### src/rtl/fibo_pkg.sv
// rtl/fibo_pkg.sv - shared sizing constants and state encoding for the Fibonacci/BCD path
package fibo_pkg;

   localparam int WIDTH  = 32;
   localparam int DIGITS = 10;
   localparam int IDXW   = 6;

   typedef enum logic {
      IDLE = 1'b0,
      CONV = 1'b1
   } state_t;

endpackage : fibo_pkg

### src/rtl/bcd_add3.sv
// rtl/bcd_add3.sv - double-dabble nibble adjuster: adds 3 when the digit is 5 or more
module bcd_add3 (
   input  logic [3:0] d_i,
   output logic [3:0] d_o
);

   always_comb begin
      d_o = d_i;
      if (d_i >= 4'd5) begin
         d_o = d_i + 4'd3;
      end
   end

endmodule : bcd_add3

### src/rtl/fibo_bcd_conv.sv
// rtl/fibo_bcd_conv.sv - sequential binary-to-BCD converter, one bit per cycle
module fibo_bcd_conv
   import fibo_pkg::*;
#(
   parameter int WIDTH  = fibo_pkg::WIDTH,
   parameter int DIGITS = fibo_pkg::DIGITS,
   parameter int IDXW   = fibo_pkg::IDXW
) (
   input  logic                clk,
   input  logic                rst,
   input  logic                start,
   input  logic [WIDTH-1:0]    value,
   input  logic [IDXW-1:0]     count,
   output logic                busy,
   output logic                done,
   output logic [4*DIGITS-1:0] bcd,
   output logic [IDXW-1:0]     index,
   output logic [3:0]          ndigits
);

   localparam int CW = $clog2(WIDTH);
   localparam int SW = 4 * DIGITS;

   state_t            state_q, state_d;
   logic [CW-1:0]     cnt_q, cnt_d;
   logic [SW-1:0]     scr_q, scr_d;
   logic [WIDTH-1:0]  shf_q, shf_d;
   logic [IDXW-1:0]   tag_q, tag_d;
   logic [SW-1:0]     bcd_q, bcd_d;
   logic [IDXW-1:0]   index_q, index_d;
   logic [3:0]        nd_q, nd_d;
   logic              done_q, done_d;

   logic [SW-1:0]     scr_adj;
   logic [SW-1:0]     scr_next;
   logic [3:0]        nd_next;

   for (genvar g = 0; g < DIGITS; g++) begin : g_add3
      bcd_add3 u_add3 (
         .d_i (scr_q[4*g +: 4]),
         .d_o (scr_adj[4*g +: 4])
      );
   end

   // Top scratch bit falls off the shift; the top digit never exceeds 4 for legal sizes.
   assign scr_next = SW'({scr_adj, shf_q[WIDTH-1]});

   always_comb begin
      nd_next = 4'd1;
      for (int i = 1; i < DIGITS; i++) begin
         if (scr_next[4*i +: 4] != 4'd0) begin
            nd_next = 4'(i + 1);
         end
      end
   end

   always_comb begin
      state_d = state_q;
      cnt_d   = cnt_q;
      scr_d   = scr_q;
      shf_d   = shf_q;
      tag_d   = tag_q;
      bcd_d   = bcd_q;
      index_d = index_q;
      nd_d    = nd_q;
      done_d  = 1'b0;
      case (state_q)
         IDLE: begin
            if (start) begin
               shf_d   = value;
               tag_d   = count;
               scr_d   = '0;
               cnt_d   = '0;
               state_d = CONV;
            end
         end
         CONV: begin
            scr_d = scr_next;
            shf_d = {shf_q[WIDTH-2:0], 1'b0};
            cnt_d = cnt_q + 1'b1;
            if (cnt_q == CW'(WIDTH - 1)) begin
               bcd_d   = scr_next;
               index_d = tag_q;
               nd_d    = nd_next;
               done_d  = 1'b1;
               state_d = IDLE;
            end
         end
         default: begin
            state_d = IDLE;
         end
      endcase
   end

   always_ff @(posedge clk) begin
      if (!rst) begin
         state_q <= IDLE;
         cnt_q   <= '0;
         scr_q   <= '0;
         shf_q   <= '0;
         tag_q   <= '0;
         bcd_q   <= '0;
         index_q <= '0;
         nd_q    <= '0;
         done_q  <= 1'b0;
      end else begin
         state_q <= state_d;
         cnt_q   <= cnt_d;
         scr_q   <= scr_d;
         shf_q   <= shf_d;
         tag_q   <= tag_d;
         bcd_q   <= bcd_d;
         index_q <= index_d;
         nd_q    <= nd_d;
         done_q  <= done_d;
      end
   end

   assign busy    = (state_q == CONV);
   assign done    = done_q;
   assign bcd     = bcd_q;
   assign index   = index_q;
   assign ndigits = nd_q;

endmodule : fibo_bcd_conv
### config.mk
export PLATFORM = sky130hd
export DESIGN_NAME = fibo_bcd_conv
export DESIGN_NICKNAME = d
export VERILOG_FILES = /design/src/rtl/fibo_pkg.sv /design/src/rtl/bcd_add3.sv /design/src/rtl/fibo_bcd_conv.sv
export SDC_FILE = /design/constraint.sdc
export NUM_CORES = 1
export LEC_CHECK = 0
export BUFFER_PORTS_ARGS = -buffer_cell sky130_fd_sc_hd__buf_2
export CELL_PAD_IN_SITES_DETAIL_PLACEMENT = 1
export CELL_PAD_IN_SITES_GLOBAL_PLACEMENT = 1
export CORE_ASPECT_RATIO = 0.75
export CORE_MARGIN = 3
export CORE_UTILIZATION = 47
export CTS_CLUSTER_SIZE = 20
export DETAILED_ROUTE_END_ITERATION = 12
export PLACE_DENSITY = 0.9
export SLEW_MARGIN = 25
export SYNTH_ARGS = -nofsm -noshare
export SYNTH_HDL_FRONTEND = slang
export SYNTH_SLANG_ARGS = --single-unit
### constraint.sdc
create_clock -name clk -period 3.8 [get_ports clk]
set_input_delay 0.19 -clock clk [delete_from_list [all_inputs] [get_ports clk]]
set_output_delay 0.19 -clock clk [all_outputs]
set_load 0.01 [all_outputs]
Yosys cells after proc, flatten, opt, wreduce, memory -nomap -nowiden --
Index checks and enable logic that the tools add are counted.
Storage, ports and cells: logic and storage cells 74, bits of input ports 41, register bits 135
Cells by class: reductions and logical operators 12, bitwise gates (word level) 1, add/sub/neg operators 11, muxes and demuxes 29, order comparisons 10, equal/unequal tests 2
Operators with widths (count):
- 40-bit one-hot mux with 2 select lines | 1
- 4-bit two-way mux | 16
- 32-bit one-hot mux with 2 select lines | 1
- 4-bit by 3-bit greater-or-equal comparator with 1-bit output (second input constant) | 10
- 40-bit two-way mux | 1
- 4-bit by 2-bit adder with 4-bit output (second input constant) | 9
- 4-bit nonzero test | 9
- 32-bit two-way mux | 1
- 5-bit one-hot mux with 2 select lines | 1
- 2-bit AND reduction | 3
- 5-bit by 1-bit adder with 5-bit output (second input constant) | 1
- 5-bit equality test (second input constant) | 1
- 5-bit two-way mux | 1
- 2-bit two-way mux | 2
- 3-bit by 2-bit adder with 3-bit output (second input constant) | 1
- 1-bit two-way mux | 3
- 3-bit two-way mux | 1
- 2-bit != test (second input constant) | 1
- 1-bit one-hot mux with 2 select lines | 1
- 1-bit inverter | 1

Depth between registers and ports, before layout --
depth in word-level cells 12, mapped depth 10, gate-level depth less buffers 9

By module --
From an unflattened synthesis, not the netlist that was laid out.
Unflattened totals: cells, all modules 803, area total of the unflattened synthesis 6655.1 µm²
By module, submodules not included:
- fibo_bcd_conv | times used 1, sequential area each 2702.6 µm², area each 5641.7 µm², cells an instance 643
- bcd_add3 | times used 10, sequential area each 0.0 µm², area each 101.3 µm², cells an instance 16

Worst setup path before layout --
OpenSTA, ideal clock, no wires.
path type register to register, start point register cnt_q[0], end point register nd_q[2], in the netlist ndigits[2], arrival 1.801 ns, setup slack 1.939 ns, required time 3.739 ns, stages on the path, launching flop included 11, path buffers 1, cell sequence dfxtp_1 > ha_1 > and3_1 > ha_1 > and2_1 > clkbuf_1 > nand2_1 > nor4_4 > nand2_2 > nor3_2 > a32o_1
On the way: cells in the longest elaborated chain, start to end 2
RTL lines:
- start: declaration | RTL line fibo_bcd_conv.sv:25 | logic [CW-1:0] cnt_q, cnt_d;
- start signal: assignment | RTL line fibo_bcd_conv.sv:108 | cnt_q <= cnt_d;
- 5-bit equality test | RTL line fibo_bcd_conv.sv:81 | if (cnt_q == CW'(WIDTH - 1)) begin
- 2-bit AND reduction (no line)
- end signal: assignment | RTL line fibo_bcd_conv.sv:114 | nd_q <= nd_d;
- end: declaration | RTL line fibo_bcd_conv.sv:31 | logic [3:0] nd_q, nd_d;
No other way between the ends. A chain may end at the register's enable or synchronous reset.

Worst setup path after layout --
start point register cnt_q[0], end point register nd_q[0], in the netlist ndigits[0]
The elaborated chain is that of the path after synthesis.

==> reports/results.tsv <==
metric	value	unit
status	completed	
synth_flop_cell	dfxtp_1	
placed_area	7120	µm²
gp_congestion	0.817	
drtPass1Iterations	4	
grt_max_degree	138	
cts_setup_buffers	0	
ys_top_cells_by_area	dfxtp_1 41%, mux2i_1 7.4%, nand2_1 6.4%, and2_1 4.4%, ha_1 4.2%	
grt.met3_usage	0.0605	
synth-edff-count	0	
power	3.27	mW
period_share	0.653	
worstPathMaxFanout	28	
power_density	423	nW/µm²
maxSlewHeadroom	0.464	
wl_per_cell	17.6	µm
rsz0062_at_grt	no	
p_leak	3.41	nW
fin_skew	0.00717	ns
clockBufferDepth	2	
syn_avg_cell_area	8.54	µm²
worst_ep_arrival_time	2.85	ns
vias_per_cell	5.56	
io_buffers	92	
post_cts_resized	0	
crit_path_start_kind	flop	
slew_viol_final	0	
syn-num-nets	837	
synth_area_leader_cell	dfxtp_1	
grt_pass1_wl	29700	µm
grt_usage	0.240	
fp.dieW	143	µm
yosysUniqueCellTypes	45	
cap_violations	0	
slowest_stage	and2_2	
clock-root-buffer	clkbuf_16	
clock_latency	0.43	ns
syn_inst	774	
hold_violations	0	
async_flop_share	0	
area_growth	16.7	%
seq_area_frac_synth	0.409	
synth_area	6610	µm²
clk_pin_slew	0.06	ns
place_hpwl	11900	µm
vias	5692	
max_freq	403	MHz
setup_viol	0	
io_pins	93	
drt_iter0_drc	403	
crit_type	reg2reg	
antenna_found_initial	0	
grt_pass1_vias	6115	
synth-seq-cells	135	
synth_top_area_share	0.409	
drive_gt1_frac	0.168	
cts_made_buffers	17	
cp.required	4.17	ns
whs	0.0476	ns
slowest_delay	0.49	ns
antennaDiodeCount	0	
final_area	7710	µm²
die_area	15500	µm²
final.setup.tns	0	ns
row_count	36	
path_cells	ha_1 -> and3_1 -> ha_1 -> and2_2 -> nand2_1 -> nor4_4 -> nand3_1 -> nand2_1 -> a21o_1	
hp-class	in2reg	
core_area	13400	µm²
cts_tree	built	
cts_sinks	135	
yosysWarnings	0	
nets	902	
postCtsHoldBufs	0	
worst_pin_slew	0.804	ns
die_y	109	µm
ir_drop	0.308	mV
ant_nets	0	
drc	0	
fin_crit	2.48	ns
grt_util_met2	0.427	
wl	18000	µm
initial_core_util	0.494	
grt_use_met1	0.280	
cts_max_level	4	
grt_overflow	0	
critPathCaptureType	flop	
busiest_layer	met2	
-- layout by cell type (no fill, tap or decap), types with 15 or more instances in the layout --
cell type,n
nor3b_1,22
buf_2,91
dfxtp_1,134
inv_1,20
a21boi_0,24
o21ai_0,47
nor3_1,23
ha_1,22
nor2_1,30
nor2b_1,40
a21oi_1,42
nand2_1,112
o211a_1,15
mux2i_1,49
clkbuf_16,17
and2_1,45
-- worst max-delay path: cells and delay by family (launching register included) --
family,cells,cell delay [ns]
adder cells (fa/ha/maj),2,0.41
AND/OR/NAND/NOR,6,1.51
flip-flops,1,0.39
AO/OA/AOI/OAI,1,0.10
-- cell families after synthesis --
group	synth area share
adders and majority gates	0.0417
AOI/OAI and AO/OA	0.171
muxes	0.0776
xor gates and xnor gates	0.0133
and+or+nand+nor	0.246
DFF	0.409
buffers and inverters	0.0417
-- per-stage QoR --
step                      utilization  setup WS [ns]  instances
after floorplan                     -           1.94        774
after global placement          0.533           1.55        991
after detailed placement        0.533           1.38        991
after CTS                       0.576           1.33       1023
after global routing            0.577           1.13       1023
final                           0.577           1.32       1023
-- layer usage --
layer / up-vias / routed length [µm]
li1: 2774 / -
met1: 2766 / 7690
met2: 121 / 9160
met3: 31 / 805
met4: 0 / 367
met5: - / 0
-- final cells by class --
| class | count | area (µm²) |
|---|---|---|
| fillers | 1611 | 5670 |
| clock buffers | 18 | 429 |
| multi-input cells | 568 | 3630 |
| well taps | 171 | 214 |
| inverters | 21 | 78.8 |
| flip-flops and latches | 135 | 2710 |
| repair buffers | 96 | 497 |
| clock inverters | 14 | 153 |
-- power breakdown --
| part | leakage [nW] | switching [mW] | internal (mW) |
|---|---|---|---|
| logic | 2.04 | 0.0937 | 0.0741 |
| clock network | 0.273 | 0.656 | 0.969 |
| registers | 1.09 | 0.0300 | 1.44 |
-- synth_stat cells (10+ instances only) --
library cell,number
and2_1,46
o21ai_0,47
nor2_1,31
nor3b_1,22
a21oi_1,42
nor2b_1,40
o21a_1,10
ha_1,22
nand2b_1,12
inv_1,20
clkbuf_1,35
nand2_1,112
o211a_1,15
mux2i_1,49
a21boi_0,24
nor3_1,23
dfxtp_1,135
xnor2_1,10
-- final timing paths --
kind	slack (ns)	endpoint	cells past startpoint	start
worst max-delay path	1.32	ndigits[0]$_SDFFE_PN0P_	9	cnt_q[0]$_SDFFE_PN0P_
worst min-delay path	0.05	tag_q[2]$_SDFFE_PN0P_	3	count[2]
worst max register to register	1.32	ndigits[0]$_SDFFE_PN0P_	9	cnt_q[0]$_SDFFE_PN0P_
worst min register to register	0.47	bcd[13]$_SDFFE_PN0P_	2	bcd[13]$_SDFFE_PN0P_
-- sequential cells by signal, summed over array words and instances (netlist names) --
name / count
done: 1
tag_q: 6
ndigits: 4
busy: 1
bcd: 40
scr_q: 40
cnt_q: 5
index: 6
shf_q: 32
(Power assumes the default switching activity.)
